--- config.mk ---
export PLATFORM = sky130hd
export DESIGN_NAME = exe_stage_mc
export DESIGN_NICKNAME = d
export VERILOG_FILES = /design/src/rtl/exe_pkg.sv /design/src/rtl/exe_mul_seq.sv /design/src/rtl/exe_stage_mc.sv
export SDC_FILE = /design/constraint.sdc
export NUM_CORES = 1
export LEC_CHECK = 0
export BUFFER_PORTS_ARGS = -buffer_cell sky130_fd_sc_hd__buf_4
export CAP_MARGIN = 20
export CORE_ASPECT_RATIO = 0.5
export CORE_UTILIZATION = 35
export DETAILED_ROUTE_END_ITERATION = 8
export SKIP_CTS_REPAIR_TIMING = 1
export SYNTH_ARGS = -nofsm -noshare
export SYNTH_HDL_FRONTEND = slang
export SYNTH_SLANG_ARGS = --single-unit
export TNS_END_PERCENT = 5
--- constraint.sdc ---
create_clock -name clk -period 8.7 [get_ports clk]
set_clock_uncertainty 0.15 [all_clocks]
set_input_delay 0.87 -clock clk [delete_from_list [all_inputs] [get_ports clk]]
set_output_delay 0.87 -clock clk [all_outputs]
set_load 0.01 [all_outputs]
--- src/rtl/exe_pkg.sv ---
// Shared constants and register layouts for the execute stage.
package exe_pkg;

   localparam int REG_FILE_SIZE     = 32;
   localparam int REG_FILE_ADDR_LEN = 5;
   localparam int EXE_CMD_LEN       = 4;

   localparam logic [EXE_CMD_LEN-1:0] EXE_NOP = EXE_CMD_LEN'(0);
   localparam logic [EXE_CMD_LEN-1:0] EXE_ADD = EXE_CMD_LEN'(1);
   localparam logic [EXE_CMD_LEN-1:0] EXE_SUB = EXE_CMD_LEN'(2);
   localparam logic [EXE_CMD_LEN-1:0] EXE_AND = EXE_CMD_LEN'(3);
   localparam logic [EXE_CMD_LEN-1:0] EXE_OR  = EXE_CMD_LEN'(4);
   localparam logic [EXE_CMD_LEN-1:0] EXE_XOR = EXE_CMD_LEN'(5);
   localparam logic [EXE_CMD_LEN-1:0] EXE_SLL = EXE_CMD_LEN'(6);
   localparam logic [EXE_CMD_LEN-1:0] EXE_SRL = EXE_CMD_LEN'(7);
   localparam logic [EXE_CMD_LEN-1:0] EXE_MUL = EXE_CMD_LEN'(8);

   typedef enum logic [1:0] {IDLE, BUSY, DONE} mul_state_t;

   typedef struct packed {
      logic                         wb_en;
      logic                         mem_r_en;
      logic                         mem_w_en;
      logic                         is_imm;
      logic [EXE_CMD_LEN-1:0]       exe_cmd;
      logic [REG_FILE_ADDR_LEN-1:0] src1;
      logic [REG_FILE_ADDR_LEN-1:0] src2;
      logic [REG_FILE_ADDR_LEN-1:0] dest;
      logic [REG_FILE_SIZE-1:0]     val1;
      logic [REG_FILE_SIZE-1:0]     val2;
      logic [REG_FILE_SIZE-1:0]     imm;
   } id_exe_t;

   typedef struct packed {
      logic                         wb_en;
      logic                         mem_r_en;
      logic                         mem_w_en;
      logic [REG_FILE_ADDR_LEN-1:0] dest;
      logic [REG_FILE_SIZE-1:0]     alu_res;
      logic [REG_FILE_SIZE-1:0]     st_val;
   } exe_mem_t;

   // The youngest producer (EXE/MEM) wins over WB; register 0 is never bypassed.
   function automatic logic [REG_FILE_SIZE-1:0] fwd_sel(
      input logic                         en,
      input logic [REG_FILE_ADDR_LEN-1:0] src,
      input logic [REG_FILE_SIZE-1:0]     id_val,
      input logic                         mem_wb,
      input logic [REG_FILE_ADDR_LEN-1:0] mem_dest,
      input logic [REG_FILE_SIZE-1:0]     mem_val,
      input logic                         wb_wb,
      input logic [REG_FILE_ADDR_LEN-1:0] wb_dest,
      input logic [REG_FILE_SIZE-1:0]     wb_val);
      if (en && src != '0 && mem_wb && mem_dest == src) return mem_val;
      if (en && src != '0 && wb_wb && wb_dest == src) return wb_val;
      return id_val;
   endfunction

endpackage

--- src/rtl/exe_mul_seq.sv ---
// Iterative shift-add multiplier: one bit of B per cycle, stalls the front end while busy.
module exe_mul_seq
   import exe_pkg::*;
#(
   parameter int DATA_W = REG_FILE_SIZE
) (
   input  logic              clk,
   input  logic              rst,
   input  logic              start,
   input  logic [DATA_W-1:0] a,
   input  logic [DATA_W-1:0] b,
   output logic              stall,
   output logic              done,
   output logic [DATA_W-1:0] product
);

   localparam int CNT_W = $clog2(DATA_W);

   mul_state_t        state_reg;
   logic [CNT_W-1:0]  cnt_reg;
   logic [DATA_W-1:0] a_reg;
   logic [DATA_W-1:0] b_reg;
   logic [DATA_W-1:0] acc_reg;

   always_ff @(posedge clk) begin
      if (!rst) begin
         state_reg <= IDLE;
         cnt_reg   <= '0;
         a_reg     <= '0;
         b_reg     <= '0;
         acc_reg   <= '0;
      end else begin
         case (state_reg)
            IDLE: begin
               if (start) begin
                  a_reg     <= a;
                  b_reg     <= b;
                  acc_reg   <= '0;
                  cnt_reg   <= '0;
                  state_reg <= BUSY;
               end
            end
            BUSY: begin
               if (b_reg[0]) acc_reg <= acc_reg + a_reg;
               a_reg   <= a_reg << 1;
               b_reg   <= b_reg >> 1;
               cnt_reg <= cnt_reg + 1'b1;
               if (cnt_reg == CNT_W'(DATA_W - 1)) state_reg <= DONE;
            end
            DONE:    state_reg <= IDLE;
            default: state_reg <= IDLE;
         endcase
      end
   end

   // IDLE-with-MUL plus DATA_W BUSY cycles gives DATA_W+1 stall cycles.
   assign stall   = (state_reg == IDLE && start) || state_reg == BUSY;
   assign done    = state_reg == DONE;
   assign product = acc_reg;

endmodule

--- src/rtl/exe_stage_mc.sv ---
// Execute stage: ID/EXE register, operand bypass, ALU, sequential multiplier, EXE/MEM register.
module exe_stage_mc
   import exe_pkg::*;
#(
   parameter int DATA_W = REG_FILE_SIZE,
   parameter int ADDR_W = REG_FILE_ADDR_LEN,
   parameter int CMD_W  = EXE_CMD_LEN
) (
   input  logic              clk,
   input  logic              rst,
   input  logic              forward_EN,
   input  logic              hazard_detected,
   input  logic              is_imm,
   input  logic              ST,
   input  logic              MEM_R_EN,
   input  logic              MEM_W_EN,
   input  logic              WB_EN,
   input  logic [CMD_W-1:0]  EXE_CMD,
   input  logic [ADDR_W-1:0] src1,
   input  logic [ADDR_W-1:0] src2,
   input  logic [ADDR_W-1:0] dest,
   input  logic [DATA_W-1:0] val1,
   input  logic [DATA_W-1:0] val2,
   input  logic [DATA_W-1:0] imm,
   input  logic              WB_EN_WB,
   input  logic [ADDR_W-1:0] dest_WB,
   input  logic [DATA_W-1:0] writeVal,
   output logic              stall,
   output logic [DATA_W-1:0] alu_res,
   output logic [DATA_W-1:0] st_val,
   output logic [ADDR_W-1:0] dest_out,
   output logic              WB_EN_out,
   output logic              MEM_R_EN_out,
   output logic              MEM_W_EN_out
);

   id_exe_t           id_exe_reg;
   id_exe_t           id_exe_next;
   exe_mem_t          exe_mem_reg;
   exe_mem_t          exe_mem_next;
   logic [DATA_W-1:0] op_a;
   logic [DATA_W-1:0] fwd_b;
   logic [DATA_W-1:0] op_b;
   logic [DATA_W-1:0] alu_out;
   logic [DATA_W-1:0] product;
   logic              mul_done;
   logic              is_mul;

   // Store-ness is already carried by MEM_W_EN downstream.
   logic unused_ok;
   assign unused_ok = ST;

   always_comb begin
      id_exe_next          = '0;
      id_exe_next.wb_en    = WB_EN;
      id_exe_next.mem_r_en = MEM_R_EN;
      id_exe_next.mem_w_en = MEM_W_EN;
      id_exe_next.is_imm   = is_imm;
      id_exe_next.exe_cmd  = EXE_CMD;
      id_exe_next.src1     = src1;
      id_exe_next.src2     = src2;
      id_exe_next.dest     = dest;
      id_exe_next.val1     = val1;
      id_exe_next.val2     = val2;
      id_exe_next.imm      = imm;
   end

   // A stall outranks the hazard bubble, so a hazard during a multiply is ignored.
   always_ff @(posedge clk) begin
      if (!rst) begin
         id_exe_reg <= '0;
      end else if (!stall) begin
         id_exe_reg <= hazard_detected ? id_exe_t'('0) : id_exe_next;
      end
   end

   always_comb begin
      op_a  = fwd_sel(forward_EN, id_exe_reg.src1, id_exe_reg.val1,
                      exe_mem_reg.wb_en, exe_mem_reg.dest, exe_mem_reg.alu_res,
                      WB_EN_WB, dest_WB, writeVal);
      fwd_b = fwd_sel(forward_EN, id_exe_reg.src2, id_exe_reg.val2,
                      exe_mem_reg.wb_en, exe_mem_reg.dest, exe_mem_reg.alu_res,
                      WB_EN_WB, dest_WB, writeVal);
      op_b  = id_exe_reg.is_imm ? id_exe_reg.imm : fwd_b;
   end

   always_comb begin
      case (id_exe_reg.exe_cmd)
         EXE_ADD: alu_out = op_a + op_b;
         EXE_SUB: alu_out = op_a - op_b;
         EXE_AND: alu_out = op_a & op_b;
         EXE_OR:  alu_out = op_a | op_b;
         EXE_XOR: alu_out = op_a ^ op_b;
         EXE_SLL: alu_out = op_a << op_b[4:0];
         EXE_SRL: alu_out = op_a >> op_b[4:0];
         default: alu_out = '0;
      endcase
   end

   assign is_mul = id_exe_reg.exe_cmd == EXE_MUL;

   exe_mul_seq #(.DATA_W(DATA_W)) u_mul (
      .clk     (clk),
      .rst     (rst),
      .start   (is_mul),
      .a       (op_a),
      .b       (op_b),
      .stall   (stall),
      .done    (mul_done),
      .product (product)
   );

   always_comb begin
      exe_mem_next = '0;
      if (!is_mul || mul_done) begin
         exe_mem_next.wb_en    = id_exe_reg.wb_en;
         exe_mem_next.mem_r_en = id_exe_reg.mem_r_en;
         exe_mem_next.mem_w_en = id_exe_reg.mem_w_en;
         exe_mem_next.dest     = id_exe_reg.dest;
         exe_mem_next.alu_res  = is_mul ? product : alu_out;
         exe_mem_next.st_val   = fwd_b;
      end
   end

   always_ff @(posedge clk) begin
      if (!rst) exe_mem_reg <= '0;
      else      exe_mem_reg <= exe_mem_next;
   end

   assign alu_res      = exe_mem_reg.alu_res;
   assign st_val       = exe_mem_reg.st_val;
   assign dest_out     = exe_mem_reg.dest;
   assign WB_EN_out    = exe_mem_reg.wb_en;
   assign MEM_R_EN_out = exe_mem_reg.mem_r_en;
   assign MEM_W_EN_out = exe_mem_reg.mem_w_en;

endmodule

==> results of run 1 <==
[metal layers]
layer	track usage, %	wire length, um	vias to the layer above
met5	0	21	-
met4	7.86	2550	4
met3	8.56	12200	159
met2	45.9	41600	1286
met1	47.0	46500	11300
li1	-	-	10400
[per-stage QoR]
| stage | power [uW] | area [um^2] | std cells | utilization [%] |
|---|---|---|---|---|
| 2_1_floorplan | 2490 | 21100 | 2730 | - |
| 3_3_place_gp | 3090 | 23600 | 3635 | 39.7 |
| 4_1_cts | 4640 | 24800 | 3696 | 41.7 |
| 6_report | 4700 | 24800 | 3699 | 41.8 |
| 5_1_grt | 4850 | 24800 | 3697 | 41.7 |
| 3_5_place_dp | 3090 | 23600 | 3635 | 39.7 |
[final cells by class]
cell class | instances | share of cell area (%)
clock inverters | 19 | 0.998
clock buffers | 42 | 3.80
flip-flops and latches | 294 | 23.7
inverters | 105 | 1.62
repair buffers | 307 | 9.29
diodes | 2 | 0.0202
multi-input cells | 2118 | 56.5
well taps | 812 | 4.09
[cell usage in the layout, fill, tap and decap left out, types with 62 or more instances in the layout]
cell                      netlist  routed
sky130_fd_sc_hd__dfxtp_1      294     293
sky130_fd_sc_hd__nor2_1       191     188
sky130_fd_sc_hd__a21oi_1      207     204
sky130_fd_sc_hd__nand3_1      193     193
sky130_fd_sc_hd__o22ai_1       62      62
sky130_fd_sc_hd__o21ai_0      107     107
sky130_fd_sc_hd__xnor2_1       80      80
sky130_fd_sc_hd__a22oi_1       83      83
sky130_fd_sc_hd__ha_1         130     130
sky130_fd_sc_hd__buf_4          1     307
sky130_fd_sc_hd__mux2i_1       78      78
sky130_fd_sc_hd__inv_1         97      95
sky130_fd_sc_hd__nand2_1      313     312
[worst reg2reg max path: cells and delay by family (launching register included)]
family	cells	cell delay, ps
flip-flops	1	390
AO/OA/AOI/OAI	8	2630
adder cells (fa/ha/maj)	1	360
AND/OR/NAND/NOR	11	3310
XOR/XNOR	2	350
[power groups by stage]
stage	registers, uW	clock network (uW)	logic [uW]
finish	1500	1560	1630
global route	1510	1630	1720
CTS	1500	1580	1570
detailed placement	1530	0	1560
global placement	1530	0	1560
floorplan	1500	0	998
[cell families (layout without fill, tap and decap cells)]
group	Yosys count	in the layout	share of synthesized area (%)
simple gates	906	906	20.2
compound gates	860	860	27.8
buf+inv	318	473	6.19
flops	294	294	27.8
fa+ha+maj	132	132	7.88
mux	119	119	5.97
xor+xnor	101	101	4.18
other cells	0	2	0
[worst paths after layout]
kind / slack [ps] / startpoint / cells past startpoint / to
worst max-delay path: 1380 / id_exe_reg[105] / 22 / alu_res[29]
worst min-delay path: 300 / id_exe_reg[117] / 2 / id_exe_reg[117]
worst max register to register: 1380 / id_exe_reg[105] / 22 / alu_res[29]
worst min register to register: 300 / id_exe_reg[117] / 2 / id_exe_reg[117]
==> reports/qor.log, run 1 <==
[outcome] status complete, no violations
[synth] Synth warnings 0
[power] Switching Share 39.3%
[worst_setup_path] CP Class flop to flop
[route] Vias 23200
[worst_setup_path] ordered cell list for the critical path nor4_4, o21a_1, or3_4, and2_1, a221o_2, nand3_4, nor3_1, nand2_1, o31ai_1, xnor2_1, ha_1, nand2_1, o221ai_1, or4_1, nor3_1, nor2_1, a31o_2, a311o_1, a31oi_1, xnor2_1, nand2_1, a41oi_1
[worst_setup_path] Buf/Inv on CP 0
[clocking] number of clock buffers inserted by TritonCTS 34
[worst_setup_path] dominant cell type by count on the critical path sky130_fd_sc_hd__nand2_1
[worst_setup_path] Worst path max stage delay 670 ps
[grt] antenna violations before repair 8
[worst_setup_path] Data required, critical path 9000 ps
[clocking] insertion delay of the later-clocked pin in the worst-skew pair 560 ps
[worst_hold_path] worst min-delay path category flop to flop
[power] static leakage power 0.0101 uW
[finish] Filler Cell Count 6139
[grt] sum of overflow across all layers after global routing 0
[worst_setup_path] Top Family by Delay on Critical Path simple AND/OR/NAND/NOR gates
[place] placer congestion estimate 1.06
[synth] count of state elements after synthesis 294
[grt] global-route usage over all layers 32.1%
[timing] Max-Slew Margin vs Limit 18.0%
[die] Core Rows 63
[finish] Net count, final 3154
[route] number of nets with antenna violations after routing 0
[finish] sequential cell area in the final layout 5890 um^2
[clocking] number of clock sinks seen by CTS 294
[timing] final hold violation count 0
[synth] portion of synthesized cell area occupied by the leading cell type 27.8%
[worst_setup_path] cell type of the slowest stage on the worst timing path sky130_fd_sc_hd__and2_1
[power] power share of the combinational group 34.8%
[synth] Synthesized Nets 3024
[synth] Post-synth top cells 313 x sky130_fd_sc_hd__nand2_1, 294 x sky130_fd_sc_hd__dfxtp_1, 207 x sky130_fd_sc_hd__a21oi_1
[finish] ratio of cells with drive above 1 in the final layout 16.4%
[clocking] TritonCTS clock tree built
[synth] netlist area before placement 21100 um^2
[place] number of I/O port buffers 233
[clocking] post-CTS clock slew at the launch and capture registers of the worst setup and hold paths 70 ps
[timing] Final Cycle Share 84.1%
[route] DRC violations left 0
[finish] number of flip-flops under the largest register name 119
[timing] final setup vio count 0
[die] Die X 350 um
[timing] post-route worst hold slack 298 ps
[route] First DRT Iteration DRCs 3101
[synth] proportion of synthesized flip-flops having asynchronous set or reset 0%
[power] share of power burned in registers 32.0%
[power] part of the power in the clock network 33.2%
[worst_setup_path] arrival time reported for the critical path endpoint 7620 ps
[die] initial standard-cell utilization of the core 35.6%
[timing] final setup TNS 0 ps
[clocking] root cell of the clock tree sky130_fd_sc_hd__clkbuf_16
[synth] proportion of synthesized chip area in sequential cells 27.8%
[clocking] buffers from clock root to sink, at most 3
[power] Cell Int Power 2850 uW
[worst_setup_path] Crit Path Max Fanout 24
[die] Ports 235
[synth] Avg Synthesized Cell Area 7.74 um^2
[timing] fin. max-slew vios 0
[clocking] CTS H-tree lvls 2
[synth] EDFF count, synth 0
[timing] maximum operating frequency 137 MHz
[timing] Final min period 7320 ps
[die] Die Y 176 um
[power] maximum vdd drop 0.125 mV
[route] average vias per placed instance 6.26
[route] Routed WL 103000 um
[synth] ys flop type sky130_fd_sc_hd__dfxtp_1
[place] pre-CTS setup slack 1310 ps
[timing] transition time at the pin with the least slew margin 1220 ps
[finish] area used by multi-input combinational logic 14000 um^2
[grt] via count of the first global-routing pass 20800
[die] placeable core region 59400 um^2
[synth] most common cell in the synthesized netlist sky130_fd_sc_hd__nand2_1
[route] DR pass1 iterations 6
[grt] global-route wire length before repair 145000 um
[worst_setup_path] Worst Setup Start Kind flop
[route] average detailed-routed wire length per instance 27.8 um
[place] HPWL after detailed placement 79000 um
[grt] maximum number of pins on one net before global-route repair 105
[flow_run] max_cap viols 0
[timing] minimum setup slack in the final design 1380 ps
[synth] Mapped Cells 2730
[power] total net switching power 1840 uW
[die] floorplan die area 61400 um^2
[synth] post-synthesis cell type count 103
[finish] Area growth syn-to-layout 17.4%
[synth] area leader, netlist sky130_fd_sc_hd__dfxtp_1
[worst_setup_path] Critical Path Sink Type flop
[power] power density relative to cell area 189 nW/um^2
[synth] biggest area contributors in the synthesized netlist sky130_fd_sc_hd__dfxtp_1 28%, sky130_fd_sc_hd__ha_1 7.7%, sky130_fd_sc_hd__nand2_1 5.6%, sky130_fd_sc_hd__a21oi_1 4.9%, sky130_fd_sc_hd__nand3_1 4.6%
[timing] setup repair after global routing missed its margin false
(Power assumes the default switching activity.)
==> run 2, diff against run 1 <==
- ABC_AREA: default -> 1
- clock period: 8.7 -> 6.1 ns (I/O delays scaled with it)
==> run 2 against run 1 <==
Highest routed layer unchanged. Non-clock buffer count grew 21. Critical path depth grew 6. Clock power grew 30%. Hold slack lost 230 ps. Final area grew 4.4%. Routed wire length grew 6.4%. Die area grew 4.5%.
==> reports/qor.log, run 2 <==
[clocking] root cell of the clock tree sky130_fd_sc_hd__clkbuf_16 [unchanged]
[worst_setup_path] crit path from id_exe_reg[103] [was id_exe_reg[105]]
[worst_setup_path] Buf/Inv on CP 2 [was 0]
[die] Ports 235 [unchanged]
[worst_hold_path] worst min-delay path category input port to flop [was flop to flop]
[route] average detailed-routed wire length per instance 23.7 um [was 27.8 um]
[synth] area leader, netlist sky130_fd_sc_hd__dfxtp_1 [unchanged]
[timing] Max-Slew Margin vs Limit 26.3% [was 18.0%]
[worst_setup_path] Crit Path Max Fanout 24 [unchanged]
[grt] global-route wire length before repair 158000 um [was 145000 um]
[synth] most common cell in the synthesized netlist sky130_fd_sc_hd__nand2_1 [unchanged]
[synth] ys flop type sky130_fd_sc_hd__dfxtp_1 [unchanged]
[worst_setup_path] Critical Path Sink Type flop [unchanged]
[timing] fin. max-slew vios 0 [unchanged]
[power] share of power burned in registers 18.0% [was 32.0%]
[flow_run] max_cap viols 0 [unchanged]
[timing] Final Cycle Share 89.3% [was 84.1%]
[synth] netlist area before placement 22100 um^2 [was 21100 um^2]
[timing] final setup vio count 0 [unchanged]
[power] power density relative to cell area 599 nW/um^2 [was 189 nW/um^2]
[clocking] post-CTS clock slew at the launch and capture registers of the worst setup and hold paths 70 ps [about the same]
[synth] EDFF count, synth 0 [unchanged]
[worst_setup_path] CP Class flop to flop [unchanged]
[route] number of nets with antenna violations after routing 0 [unchanged]
[power] total net switching power 8970 uW [was 1840 uW]
[clocking] insertion delay of the later-clocked pin in the worst-skew pair 620 ps [was 560 ps]
[die] Die Y 180 um [was 176 um]
[route] DRC violations left 0 [unchanged]
[timing] final setup TNS 0 ps [unchanged]
[power] power share of the combinational group 68.9% [was 34.8%]
[die] floorplan die area 64200 um^2 [was 61400 um^2]
[worst_setup_path] Data required, critical path 6450 ps [was 9000 ps]
[synth] Post-synth top cells 1042 x sky130_fd_sc_hd__nand2_1, 395 x sky130_fd_sc_hd__a21oi_1, 329 x sky130_fd_sc_hd__nand3_1 [was 313 x sky130_fd_sc_hd__nand2_1, 294 x sky130_fd_sc_hd__dfxtp_1, 207 x sky130_fd_sc_hd__a21oi_1]
[grt] maximum number of pins on one net before global-route repair 67 [was 105]
[finish] ratio of cells with drive above 1 in the final layout 12.4% [was 16.4%]
[worst_setup_path] cell type of the slowest stage on the worst timing path sky130_fd_sc_hd__dfxtp_1 [was sky130_fd_sc_hd__and2_1]
[finish] Net count, final 4064 [was 3154]
[route] average vias per placed instance 5.69 [was 6.26]
[finish] most common cell after layout, fill and taps aside sky130_fd_sc_hd__nand2_1 [unchanged]
[power] maximum vdd drop 0.315 mV [was 0.125 mV]
[worst_setup_path] Worst Setup Start Kind flop [unchanged]
[timing] maximum operating frequency 184 MHz [was 137 MHz]
[worst_setup_path] arrival time reported for the critical path endpoint 5800 ps [was 7620 ps]
[synth] Synthesized Nets 3895 [was 3024]
[die] placeable core region 61700 um^2 [was 59400 um^2]
[finish] number of flip-flops under the largest register name 119 [unchanged]
[route] First DRT Iteration DRCs 3624 [was 3101]
[timing] final hold violation count 0 [unchanged]
[clocking] number of clock sinks seen by CTS 294 [unchanged]
[place] placer congestion estimate 1.03 [was 1.06]
[power] Switching Share 57.8% [was 39.3%]
[outcome] status complete, no violations [unchanged]
[power] part of the power in the clock network 13.1% [was 33.2%]
[synth] post-synthesis cell type count 57 [was 103]
[die] Core Rows 64 [was 63]
[synth] Avg Synthesized Cell Area 6.14 um^2 [was 7.74 um^2]
[worst_setup_path] Worst path max stage delay 410 ps [was 670 ps]
[grt] global-route usage over all layers 33.0% [was 32.1%]
[worst_setup_path] reg-to-reg critical path startpoint id_exe_reg[103] [was id_exe_reg[105]]
[clocking] CTS H-tree lvls 1 [was 2]
[synth] proportion of synthesized flip-flops having asynchronous set or reset 0% [unchanged]
[route] Routed WL 109000 um [was 103000 um]
[grt] antenna violations before repair 1 [was 8]
[synth] biggest area contributors in the synthesized netlist sky130_fd_sc_hd__dfxtp_1 27%, sky130_fd_sc_hd__nand2_1 18%, sky130_fd_sc_hd__a21oi_1 8.9%, sky130_fd_sc_hd__nand3_1 7.5%, sky130_fd_sc_hd__ha_1 7.4% [was sky130_fd_sc_hd__dfxtp_1 28%, sky130_fd_sc_hd__ha_1 7.7%, sky130_fd_sc_hd__nand2_1 5.6%, sky130_fd_sc_hd__a21oi_1 4.9%, sky130_fd_sc_hd__nand3_1 4.6%]
[power] Cell Int Power 6540 uW [was 2850 uW]
[place] placed instance area 24800 um^2 [was 23600 um^2]
[place] number of I/O port buffers 233 [unchanged]
[clocking] number of clock buffers inserted by TritonCTS 31 [was 34]
[synth] Synth warnings 0 [unchanged]
[timing] transition time at the pin with the least slew margin 1100 ps [was 1220 ps]
[finish] leading cell types in the layout, fill and taps excluded 1039 x sky130_fd_sc_hd__nand2_1, 395 x sky130_fd_sc_hd__a21oi_1, 328 x sky130_fd_sc_hd__nand3_1, 325 x sky130_fd_sc_hd__buf_4, 318 x sky130_fd_sc_hd__nor2_1 [was 312 x sky130_fd_sc_hd__nand2_1, 307 x sky130_fd_sc_hd__buf_4, 293 x sky130_fd_sc_hd__dfxtp_1, 204 x sky130_fd_sc_hd__a21oi_1, 193 x sky130_fd_sc_hd__nand3_1]
[grt] via count of the first global-routing pass 24000 [was 20800]
[synth] proportion of synthesized chip area in sequential cells 26.6% [was 27.8%]
[synth] Mapped Cells 3601 [was 2730]
[finish] final std cell area, no fill 25900 um^2 [was 24800 um^2]
[worst_setup_path] Top Family by Delay on Critical Path simple AND/OR/NAND/NOR gates [unchanged]
[synth] portion of synthesized cell area occupied by the leading cell type 26.6% [was 27.8%]
[timing] setup repair after global routing missed its margin false [unchanged]
[die] initial standard-cell utilization of the core 35.8% [was 35.6%]
[clocking] TritonCTS clock tree built [unchanged]
[route] Vias 26300 [was 23200]
[route] DR pass1 iterations 6 [unchanged]
[clocking] buffers from clock root to sink, at most 3 [unchanged]
[worst_hold_path] startpoint of the lowest-slack hold path val1[27] [was id_exe_reg[117]]
[timing] Final min period 5450 ps [was 7320 ps]
[die] Die X 357 um [was 350 um]
[place] HPWL after detailed placement 86200 um [was 79000 um]
[finish] Filler Cell Count 6714 [was 6139]
[power] static leakage power 0.0125 uW [was 0.0101 uW]
[synth] count of state elements after synthesis 294 [unchanged]
[finish] Area growth syn-to-layout 17.3% [was 17.4%]
[grt] sum of overflow across all layers after global routing 0 [unchanged]
-- run 2: cell types whose count changed in the layout (fill, tap and decap cells not counted), sizes merged, moves of 32 or more --
cell    change
xnor2      -71
a21oi     +187
inv       +226
nand3     +142
nor2      +140
nand2     +754
o21ai      +84
nand4      +32
a21boi     -40
mux2       -40
a22oi      -83
mux2i      -78
o22ai      -34
-- run 2: final timing paths --
check / to / slack (ps) / cells after the start
min reg2reg: MEM_W_EN_out / 280 / 2
max reg2reg: alu_res[26] / 650 / 28
min: id_exe_reg[91] / 70 / 3
max: alu_res[26] / 650 / 28
-- run 2: worst min-delay path: stages --
cell and delay [ps]:
sky130_fd_sc_hd__buf_4 80, sky130_fd_sc_hd__a21oi_1 50, sky130_fd_sc_hd__nor2_1 70
-- run 2: routing by layer --
metal	vias to the layer above	part of all wire (%)	GRT usage (%)	routed length, um
met1	12400	45	48.4	48900
li1	12300	-	-	-
met2	1500	40	46.5	43600
met3	173	12	9.11	13600
met5	-	0.0082	0	9
met4	2	3.1	9.04	3400
-- run 2: kinds of logic after synthesis --
| logic type | after synthesis | synth area share [%] |
|---|---|---|
| fa+ha+maj | 132 | 7.54 |
| buf+inv | 520 | 9.48 |
| compound gates | 744 | 18.5 |
| xor+xnor | 54 | 2.14 |
| simple gates | 1857 | 35.7 |
| flops | 294 | 26.6 |
-- run 2: layout make-up --
type / instances / area [um^2] / area share (%)
Tap cell: 825 / 1030 / 3.98
Inverter: 328 / 1230 / 4.76
Antenna cell: 2 / 5.00 / 0.0193
Clock inverter: 14 / 179 / 0.691
Sequential cell: 294 / 5890 / 22.7
Clock buffer: 44 / 885 / 3.41
Multi-Input combinational cell: 2787 / 14200 / 54.8
Timing Repair Buffer: 328 / 2500 / 9.65
-- run 2: power by group through the flow --
stage / clock network [uW] / logic (uW) / registers, uW
2_1_floorplan: 0 / 6440 / 2730
3_3_place_gp: 0 / 10200 / 2800
3_5_place_dp: 0 / 10200 / 2810
4_1_cts: 2050 / 10300 / 2770
5_1_grt: 2130 / 11500 / 2830
6_report: 2030 / 10700 / 2790
-- run 2: per-stage QoR --
step	util (%)	hold WS [ps]	setup slack [ps]	std cells	power [uW]
6_report	42.0	70.0	651	4622	15500
5_1_grt	42.0	74.7	334	4620	16500
3_5_place_dp	40.2	275	621	4561	13000
3_3_place_gp	40.2	275	581	4561	13000
2_1_floorplan	-	266	1610	3601	9170
4_1_cts	41.9	59.0	874	4619	15100
